**config.mk**
```make
export PLATFORM = sky130hd
export DESIGN_NAME = read_path_arbiter_flat
export DESIGN_NICKNAME = d
export VERILOG_FILES = /design/src/rtl/read_path_arbiter_if.sv /design/src/rtl/read_path_arbiter.sv /design/src/flat_wrapper.sv
export SDC_FILE = /design/constraint.sdc
export NUM_CORES = 1
export LEC_CHECK = 0
export CAP_MARGIN = 15
export CELL_PAD_IN_SITES_DETAIL_PLACEMENT = 1
export CELL_PAD_IN_SITES_GLOBAL_PLACEMENT = 1
export CORE_MARGIN = 8
export CORE_UTILIZATION = 30
export CTS_CLUSTER_DIAMETER = 30
export CTS_CLUSTER_SIZE = 10
export DETAILED_ROUTE_END_ITERATION = 10
export PLACE_DENSITY_LB_ADDON = 0.1
export SYNTH_ARGS = -nofsm -noshare
export SYNTH_HDL_FRONTEND = slang
export SYNTH_SLANG_ARGS = --single-unit
```
**constraint.sdc**
```tcl
create_clock -name ACLK -period 1.7 [get_ports ACLK]
set_input_delay 0.34 -clock ACLK [delete_from_list [all_inputs] [get_ports ACLK]]
set_output_delay 0.34 -clock ACLK [all_outputs]
set_load 0.005 [all_outputs]
```
**src/rtl/read_path_arbiter_if.sv**
```systemverilog
// Read-path arbitration bundle: master request/handshake inputs and path-select outputs.
// The arbiter takes the slave modport; the environment that drives requests takes the master modport.
interface read_path_arbiter_if;
  logic       ARVALID_M0;
  logic       ARVALID_M1;
  logic       ARVALID_M2;
  logic [3:0] SLV_M0;
  logic [3:0] SLV_M1;
  logic [3:0] SLV_M2;
  logic       ARREADY_SEL;
  logic       RVALID_SEL;
  logic       RREADY_SEL;
  logic       RLAST_SEL;
  logic [5:0] AR_arbiter;
  logic [2:0] GNT_M;
  logic       BUSY;
  logic       RD_TIMEOUT;

  modport master (
    output ARVALID_M0, ARVALID_M1, ARVALID_M2,
    output SLV_M0, SLV_M1, SLV_M2,
    output ARREADY_SEL, RVALID_SEL, RREADY_SEL, RLAST_SEL,
    input  AR_arbiter, GNT_M, BUSY, RD_TIMEOUT
  );

  modport slave (
    input  ARVALID_M0, ARVALID_M1, ARVALID_M2,
    input  SLV_M0, SLV_M1, SLV_M2,
    input  ARREADY_SEL, RVALID_SEL, RREADY_SEL, RLAST_SEL,
    output AR_arbiter, GNT_M, BUSY, RD_TIMEOUT
  );
endinterface

```
**src/rtl/read_path_arbiter.sv**
```systemverilog
// Round-robin AXI read-path arbiter (3 masters, 8 slaves + default slave); one burst in flight.
// Optional read watchdog enabled by defining RD_TIMEOUT_EN.
module read_path_arbiter #(
  parameter int MST_NUM        = 3,
  parameter int TIMEOUT_CYCLES = 256
) (
  input  logic                 ACLK,
  input  logic                 ARESET,
  read_path_arbiter_if.slave   rd_if
);

  localparam logic [5:0] AR_IDLE = 6'h3F;

  if (MST_NUM != 3) begin : g_bad_mst_num
    $error("read_path_arbiter supports exactly 3 masters");
  end
  if (TIMEOUT_CYCLES < 2) begin : g_bad_timeout
    $error("read_path_arbiter TIMEOUT_CYCLES must be at least 2");
  end

  typedef enum logic [1:0] {
    S_IDLE = 2'd0,
    S_ADDR = 2'd1,
    S_DATA = 2'd2
  } state_t;

  state_t             r_state, w_state_nxt;
  logic [1:0]         r_ptr, w_ptr_nxt;
  logic [5:0]         r_ar_arbiter, w_ar_nxt;
  logic [MST_NUM-1:0] r_gnt, w_gnt_nxt;
  logic               r_busy, w_busy_nxt;

  logic [2:0] w_req;
  logic [1:0] w_pick;
  logic       w_pick_vld;
  logic [3:0] w_slv_pick;
  logic [3:0] w_slv_code;
  logic [1:0] w_own;
  logic       w_own_arvalid;
  logic       w_ar_hs;
  logic       w_beat;
  logic       w_last_beat;
  logic       w_timeout;

  function automatic logic [1:0] inc_mod3(input logic [1:0] v);
    return (v == 2'd2) ? 2'd0 : v + 2'd1;
  endfunction

  assign w_req       = {rd_if.ARVALID_M2, rd_if.ARVALID_M1, rd_if.ARVALID_M0};
  assign w_own       = r_ar_arbiter[5:4];
  assign w_beat      = rd_if.RVALID_SEL & rd_if.RREADY_SEL;
  assign w_last_beat = w_beat & rd_if.RLAST_SEL;
  assign w_ar_hs     = w_own_arvalid & rd_if.ARREADY_SEL;

  // Search order starts at the pointer and wraps modulo 3.
  always_comb begin
    logic [1:0] o1;
    logic [1:0] o2;
    o1         = inc_mod3(r_ptr);
    o2         = inc_mod3(o1);
    w_pick_vld = |w_req;
    if (w_req[r_ptr])   w_pick = r_ptr;
    else if (w_req[o1]) w_pick = o1;
    else                w_pick = o2;
  end

  always_comb begin
    case (w_pick)
      2'd0:    w_slv_pick = rd_if.SLV_M0;
      2'd1:    w_slv_pick = rd_if.SLV_M1;
      default: w_slv_pick = rd_if.SLV_M2;
    endcase
    case (w_own)
      2'd0:    w_own_arvalid = rd_if.ARVALID_M0;
      2'd1:    w_own_arvalid = rd_if.ARVALID_M1;
      2'd2:    w_own_arvalid = rd_if.ARVALID_M2;
      default: w_own_arvalid = 1'b0;
    endcase
  end

  // Unmapped codes 9-15 collapse onto the default (DECERR) slave.
  assign w_slv_code = (w_slv_pick > 4'd8) ? 4'd8 : w_slv_pick;

`ifdef RD_TIMEOUT_EN
  localparam int CNT_W = $clog2(TIMEOUT_CYCLES) + 1;

  logic [CNT_W-1:0] r_cnt;
  logic             r_rd_timeout;

  assign w_timeout = (r_state != S_IDLE) && !w_beat &&
                     (r_cnt == CNT_W'(TIMEOUT_CYCLES - 1));

  always_ff @(posedge ACLK or posedge ARESET) begin
    if (ARESET) begin
      r_cnt        <= '0;
      r_rd_timeout <= 1'b0;
    end else begin
      r_rd_timeout <= w_timeout;
      if (r_state == S_IDLE || w_beat || w_timeout) r_cnt <= '0;
      else                                          r_cnt <= r_cnt + 1'b1;
    end
  end

  assign rd_if.RD_TIMEOUT = r_rd_timeout;
`else
  assign w_timeout        = 1'b0;
  assign rd_if.RD_TIMEOUT = 1'b0;
`endif

  // NOTE: sequential state uses non-blocking assignments so every register samples pre-edge values.
  always_ff @(posedge ACLK or posedge ARESET) begin
    if (ARESET) begin
      r_state      <= S_IDLE;
      r_ptr        <= 2'd0;
      r_ar_arbiter <= AR_IDLE;
      r_gnt        <= '0;
      r_busy       <= 1'b0;
    end else begin
      r_state      <= w_state_nxt;
      r_ptr        <= w_ptr_nxt;
      r_ar_arbiter <= w_ar_nxt;
      r_gnt        <= w_gnt_nxt;
      r_busy       <= w_busy_nxt;
    end
  end

  // NOTE: every comb output gets a default before the case so no latch is inferred.
  always_comb begin
    w_state_nxt = r_state;
    case (r_state)
      S_IDLE: if (w_pick_vld) w_state_nxt = S_ADDR;
      S_ADDR: begin
        if (w_timeout)    w_state_nxt = S_IDLE;
        else if (w_ar_hs) w_state_nxt = S_DATA;
      end
      S_DATA: begin
        if (w_timeout || w_last_beat) w_state_nxt = S_IDLE;
      end
      default: w_state_nxt = S_IDLE;
    endcase
  end

  always_comb begin
    w_ar_nxt   = r_ar_arbiter;
    w_gnt_nxt  = r_gnt;
    w_busy_nxt = r_busy;
    w_ptr_nxt  = r_ptr;
    case (r_state)
      S_IDLE: begin
        if (w_pick_vld) begin
          w_ar_nxt   = {w_pick, w_slv_code};
          w_gnt_nxt  = MST_NUM'(1) << w_pick;
          w_busy_nxt = 1'b1;
        end else begin
          w_ar_nxt   = AR_IDLE;
          w_gnt_nxt  = '0;
          w_busy_nxt = 1'b0;
        end
      end
      S_ADDR: begin
        if (w_timeout) begin
          w_ar_nxt   = AR_IDLE;
          w_gnt_nxt  = '0;
          w_busy_nxt = 1'b0;
          w_ptr_nxt  = inc_mod3(w_own);
        end else if (w_ar_hs) begin
          w_gnt_nxt  = '0;
          w_ptr_nxt  = inc_mod3(w_own);
        end
      end
      S_DATA: begin
        w_gnt_nxt = '0;
        if (w_timeout || w_last_beat) begin
          w_ar_nxt   = AR_IDLE;
          w_busy_nxt = 1'b0;
          w_ptr_nxt  = inc_mod3(w_own);
        end
      end
      default: begin
        w_ar_nxt   = AR_IDLE;
        w_gnt_nxt  = '0;
        w_busy_nxt = 1'b0;
      end
    endcase
  end

  assign rd_if.AR_arbiter = r_ar_arbiter;
  assign rd_if.GNT_M      = r_gnt;
  assign rd_if.BUSY       = r_busy;

endmodule

```
**src/flat_wrapper.sv**
```systemverilog
// flat-port wrapper written by rule: the top's interface ports become plain ports
module read_path_arbiter_flat 
#(
  parameter int MST_NUM        = 3,
  parameter int TIMEOUT_CYCLES = 256
)
  (ACLK, ARESET, rd_if_ARVALID_M0, rd_if_ARVALID_M1, rd_if_ARVALID_M2, rd_if_SLV_M0, rd_if_SLV_M1, rd_if_SLV_M2, rd_if_ARREADY_SEL, rd_if_RVALID_SEL, rd_if_RREADY_SEL, rd_if_RLAST_SEL, rd_if_AR_arbiter, rd_if_GNT_M, rd_if_BUSY, rd_if_RD_TIMEOUT);
  read_path_arbiter_if rd_if_i ();
  input  logic ACLK;
  input  logic ARESET;
  input wire logic [$bits(rd_if_i.ARVALID_M0)-1:0] rd_if_ARVALID_M0;
  input wire logic [$bits(rd_if_i.ARVALID_M1)-1:0] rd_if_ARVALID_M1;
  input wire logic [$bits(rd_if_i.ARVALID_M2)-1:0] rd_if_ARVALID_M2;
  input wire logic [$bits(rd_if_i.SLV_M0)-1:0] rd_if_SLV_M0;
  input wire logic [$bits(rd_if_i.SLV_M1)-1:0] rd_if_SLV_M1;
  input wire logic [$bits(rd_if_i.SLV_M2)-1:0] rd_if_SLV_M2;
  input wire logic [$bits(rd_if_i.ARREADY_SEL)-1:0] rd_if_ARREADY_SEL;
  input wire logic [$bits(rd_if_i.RVALID_SEL)-1:0] rd_if_RVALID_SEL;
  input wire logic [$bits(rd_if_i.RREADY_SEL)-1:0] rd_if_RREADY_SEL;
  input wire logic [$bits(rd_if_i.RLAST_SEL)-1:0] rd_if_RLAST_SEL;
  output wire logic [$bits(rd_if_i.AR_arbiter)-1:0] rd_if_AR_arbiter;
  output wire logic [$bits(rd_if_i.GNT_M)-1:0] rd_if_GNT_M;
  output wire logic [$bits(rd_if_i.BUSY)-1:0] rd_if_BUSY;
  output wire logic [$bits(rd_if_i.RD_TIMEOUT)-1:0] rd_if_RD_TIMEOUT;
  assign rd_if_i.ARVALID_M0 = rd_if_ARVALID_M0;
  assign rd_if_i.ARVALID_M1 = rd_if_ARVALID_M1;
  assign rd_if_i.ARVALID_M2 = rd_if_ARVALID_M2;
  assign rd_if_i.SLV_M0 = rd_if_SLV_M0;
  assign rd_if_i.SLV_M1 = rd_if_SLV_M1;
  assign rd_if_i.SLV_M2 = rd_if_SLV_M2;
  assign rd_if_i.ARREADY_SEL = rd_if_ARREADY_SEL;
  assign rd_if_i.RVALID_SEL = rd_if_RVALID_SEL;
  assign rd_if_i.RREADY_SEL = rd_if_RREADY_SEL;
  assign rd_if_i.RLAST_SEL = rd_if_RLAST_SEL;
  assign rd_if_AR_arbiter = rd_if_i.AR_arbiter;
  assign rd_if_GNT_M = rd_if_i.GNT_M;
  assign rd_if_BUSY = rd_if_i.BUSY;
  assign rd_if_RD_TIMEOUT = rd_if_i.RD_TIMEOUT;
  read_path_arbiter #(.MST_NUM(MST_NUM), .TIMEOUT_CYCLES(TIMEOUT_CYCLES)) u_core (.ACLK(ACLK), .ARESET(ARESET), .rd_if(rd_if_i));
endmodule
```
==> report_table.html <==
<table>
<tr><th>Metric</th><th>Value</th></tr>
<tr><th colspan="2">Global route</th></tr>
<tr><td>GRT overflow</td><td>0</td></tr>
<tr><td>Number of global-route vias before repair</td><td>898</td></tr>
<tr><td>Largest net degree at the start of global routing</td><td>15</td></tr>
<tr><td>Antenna violations before repair</td><td>0</td></tr>
<tr><td>Overall routing resource usage</td><td>0.138</td></tr>
<tr><td>First-pass GRT wire length</td><td>around 4600 um</td></tr>
<tr><th colspan="2">Worst setup path</th></tr>
<tr><td>Delay-heaviest family, CP</td><td>simple AND/OR/NAND/NOR gates</td></tr>
<tr><td>Critical Path End Type</td><td>flop</td></tr>
<tr><td>Source of the critical timing path</td><td>u_core.r_ptr[0]$_DFFE_PP0P_</td></tr>
<tr><td>Combined buffer and inverter count along the critical path</td><td>1</td></tr>
<tr><td>Critical path, cell by cell</td><td>and3b_1 &gt; or3_4 &gt; buf_4 &gt; a221oi_4 &gt; a221oi_2</td></tr>
<tr><td>Crit-path slowest cell</td><td>sky130_fd_sc_hd__or3_4</td></tr>
<tr><td>Critical Path Start Type</td><td>flop</td></tr>
<tr><td>Worst Path Arrival</td><td>around 1900 ps</td></tr>
<tr><td>Max incr delay on CP</td><td>440 ps</td></tr>
<tr><td>Largest driver fanout on the critical path</td><td>5</td></tr>
<tr><td>Crit Reg-Reg Startpoint</td><td>u_core.r_ptr[0]$_DFFE_PP0P_</td></tr>
<tr><td>Req. time, crit path</td><td>~1900 ps</td></tr>
<tr><td>Type of the worst setup path</td><td>flop to flop</td></tr>
<tr><th colspan="2">Logic synthesis</th></tr>
<tr><td>Mean instance size in the synthesized netlist</td><td>around 10 sq um</td></tr>
<tr><td>Sequential fraction of the synthesis area</td><td>0.474</td></tr>
<tr><td>Top cell types by occurrence after synthesis</td><td>8 x sky130_fd_sc_hd__dfrtp_1, 6 x sky130_fd_sc_hd__a221oi_1, 6 x sky130_fd_sc_hd__dfstp_2, 5 x sky130_fd_sc_hd__nor2_1</td></tr>
<tr><td>Dominant synthesized flop cell</td><td>sky130_fd_sc_hd__dfrtp_1</td></tr>
<tr><td>Top cell type by total area after synthesis</td><td>sky130_fd_sc_hd__dfrtp_1</td></tr>
<tr><td>Synthesized instance count</td><td>72</td></tr>
<tr><td>Dominant cell by count in the synthesized netlist</td><td>sky130_fd_sc_hd__dfrtp_1</td></tr>
<tr><td>Cell variety after synth</td><td>35</td></tr>
<tr><td>Cell area after synthesis</td><td>approximately 760 sq um</td></tr>
<tr><td>Top post-synthesis cells by area</td><td>sky130_fd_sc_hd__dfrtp_1 26%, sky130_fd_sc_hd__dfstp_2 21%, sky130_fd_sc_hd__a221oi_1 7.0%</td></tr>
<tr><td>Yosys reg bits</td><td>14</td></tr>
<tr><td>Net count of the mapped netlist</td><td>between 90 and 100</td></tr>
<tr><td>Post-synth top area share</td><td>0.265</td></tr>
<tr><td>Share of flip-flops with an asynchronous set or reset after synthesis</td><td>1.00</td></tr>
<tr><td>Ys Warns</td><td>0</td></tr>
<tr><td>Number of synthesized flops with an enable pin</td><td>0</td></tr>
<tr><th colspan="2">STA</th></tr>
<tr><td>Worst clock skew</td><td>about 11 ps</td></tr>
<tr><td>F_max</td><td>a little under 0.6 GHz</td></tr>
<tr><td>Finish-stage setup viols</td><td>0</td></tr>
<tr><td>Final period utilization</td><td>1.00</td></tr>
<tr><td>Max Slew Vio Count</td><td>0</td></tr>
<tr><td>Least-Margin Pin Slew</td><td>593 ps</td></tr>
<tr><td>Worst slew margin relative to its limit</td><td>0.605</td></tr>
<tr><td>Worst setup margin</td><td>~0.58 ps</td></tr>
<tr><td>Final Hold Slack</td><td>between 400 and 500 ps</td></tr>
<tr><td>Final worst path period need</td><td>roughly 1700 ps</td></tr>
<tr><td>Endpoints failing hold</td><td>0</td></tr>
<tr><td>RSZ-0062 raised after global routing</td><td>true</td></tr>
<tr><th colspan="2">Placement</th></tr>
<tr><td>Cell total after placement</td><td>between 100 and 150</td></tr>
<tr><td>Place WS</td><td>-477 ps</td></tr>
<tr><td>Post-detailed-placement cell area</td><td>between 1000 and 1500 sq um</td></tr>
<tr><td>Final weighted congestion in routability-driven placement</td><td>roughly 0.82</td></tr>
<tr><td>Number of buffer cells added on primary ports</td><td>30</td></tr>
<tr><td>Sum of net half-perimeters after detailed placement</td><td>2120 um</td></tr>
<tr><th colspan="2">Layout</th></tr>
<tr><td>Final net count</td><td>about 150</td></tr>
<tr><td>Final non-filler cell area</td><td>around 1400 sq um</td></tr>
<tr><td>Number of diodes added for antenna fixing</td><td>0</td></tr>
<tr><td>Area added between synthesis and finish</td><td>82.8%</td></tr>
<tr><td>Number of cells in the finished layout apart from fillers</td><td>around 160</td></tr>
<tr><td>Fraction of final layout cells sized beyond drive strength 1</td><td>0.389</td></tr>
<tr><th colspan="2">Clock tree</th></tr>
<tr><td>TritonCTS Buffers</td><td>3</td></tr>
<tr><td>Root cell of the clock tree</td><td>sky130_fd_sc_hd__clkbuf_4</td></tr>
<tr><td>Clock net sink count</td><td>14</td></tr>
<tr><td>H-tree depth</td><td>1</td></tr>
<tr><td>Number of hold buffers added after cts</td><td>0</td></tr>
<tr><td>Clock-pin transition on the worst setup and hold timing paths</td><td>roughly 100 ps</td></tr>
<tr><td>Worst-skew pair later-pin latency</td><td>between 200 and 300 ps</td></tr>
<tr><td>TritonCTS clock tree</td><td>built</td></tr>
<tr><td>Deepest clock path buffer count</td><td>2</td></tr>
<tr><th colspan="2">Die</th></tr>
<tr><td>Placeable core region</td><td>between 2000 and 2500 sq um</td></tr>
<tr><td>Vertical die dimension</td><td>between 60 and 70 um</td></tr>
<tr><td>I/O pin count</td><td>32</td></tr>
<tr><td>Die ar.</td><td>about 4400 sq um</td></tr>
<tr><td>Core Rows</td><td>18</td></tr>
<tr><td>Die boundary width</td><td>66.2 um</td></tr>
<tr><td>Starting density of the core</td><td>0.311</td></tr>
<tr><th colspan="2">Pwr</th></tr>
<tr><td>Leakage power total</td><td>roughly 0.60 nW</td></tr>
<tr><td>Power density over cell area</td><td>1690 nW/um^2</td></tr>
<tr><td>Worst supply voltage drop on vdd</td><td>~920 uV</td></tr>
<tr><th colspan="2">Route</th></tr>
<tr><td>Drt wl/cell</td><td>between 15 and 20 um</td></tr>
<tr><td># DRC</td><td>0</td></tr>
<tr><td>Total detailed-routing wirelength</td><td>between 2000 and 3000 um</td></tr>
<tr><td>Detail Route Antenna Nets</td><td>0</td></tr>
<tr><td>Via count normalized by instance count</td><td>~5.3</td></tr>
<tr><td>Initial drt markers</td><td>16</td></tr>
<tr><td>Number of vias in the routed layout</td><td>roughly 830</td></tr>
<tr><td>Length of the first detailed-routing pass in iterations</td><td>4</td></tr>
<tr><th colspan="2">Hold path</th></tr>
<tr><td>Path class of the lowest-slack min-delay path</td><td>input pin to asynchronous set/reset pin</td></tr>
<tr><th colspan="2">Job</th></tr>
<tr><td>Number of max-capacitance violations reported</td><td>0</td></tr>
<tr><th colspan="2">Status</th></tr>
<tr><td>Status</td><td>finished clean</td></tr>
</table>
[placed cells by master (no fill, tap or decap), drive strengths merged, types with 2 or more instances in the layout]
master / Yosys / final
or3: 2 / 2
mux2: 2 / 2
nor2: 5 / 5
a221oi: 6 / 6
a21oi: 3 / 3
clkdlybuf4s50: 0 / 22
nand2: 3 / 3
nor3: 3 / 3
dfstp: 6 / 6
dfrtp: 8 / 8
o2bb2ai: 2 / 2
inv: 3 / 3
dlymetal6s2s: 0 / 4
dlygate4sd2: 0 / 4
buf: 1 / 21
nand3: 4 / 4
clkbuf: 0 / 4
nor2b: 4 / 4
[metal layers]
| metal | routed length [um] | share of wire | global-route usage |
|---|---|---|---|
| met1 | 1250 | 0.42 | 0.170 |
| met2 | 1540 | 0.52 | 0.232 |
| met3 | 124 | 0.042 | 0.0322 |
| met4 | 45 | 0.015 | 0.0400 |
| met5 | 0 | 0 | 0 |
[what timing repair did]
item                                    in CTS  in global routing
endpoints found under the setup margin      12                 12
pin swaps                                    6                  3
resized for setup                           15                  8
buffers inserted                             5                  0
[cell type report]
type,count,area [sq um]
clock buffers,4,36.3
flip-flops and latches,14,358
multi-input cells,54,475
fillers,271,1050
inverters,3,11.3
repair buffers,51,463
well taps,30,37.5
[cells by family after synthesis]
| group | count (synthesis) | share of synthesized area |
|---|---|---|
| other cells | 1 | 0.00496 |
| buf+inv | 4 | 0.0248 |
| mux | 3 | 0.0430 |
| simple gates | 26 | 0.195 |
| flops | 14 | 0.474 |
| compound gates | 24 | 0.258 |
[final timing paths]
path	end	slack, ps	cells past startpoint
setup reg to reg	u_core.rd_if.AR_arbiter[2]$_DFFE_PP1P_	0.6	5
hold reg to reg	u_core.rd_if.GNT_M[2]$_DFFE_PP0N_	510	1
setup / recovery	u_core.rd_if.AR_arbiter[2]$_DFFE_PP1P_	0.6	5
max in group asynchronous	u_core.r_ptr[0]$_DFFE_PP0P_	890	2
hold / removal	u_core.rd_if.BUSY$_DFFE_PP0P_	410	2
min in group ACLK	u_core.rd_if.GNT_M[2]$_DFFE_PP0N_	510	1
[sequential cells by signal, summed over array words and instances (netlist names)]
name	flops
u_core.r_state	2
u_core.r_ptr	2
u_core.rd_if.BUSY	1
u_core.rd_if.GNT_M	3
u_core.rd_if.AR_arbiter	6
[power breakdown]
part           switching, mW  internal (mW)  leakage [nW]
Combinational          0.657          0.780         0.419
Sequential             0.107          0.548         0.165
Clock                  0.114          0.130        0.0210
[through the flow]
step	TNS [ps]	power, mW	util
detailed placement	-4610	1.87	0.496
finish	0	2.34	0.568
global placement	-4030	1.83	0.496
global route	-89.6	2.49	0.568
CTS	-60.8	2.29	0.552
floorplan	0	1.21	-
Power figures use the tool's default switching activity.
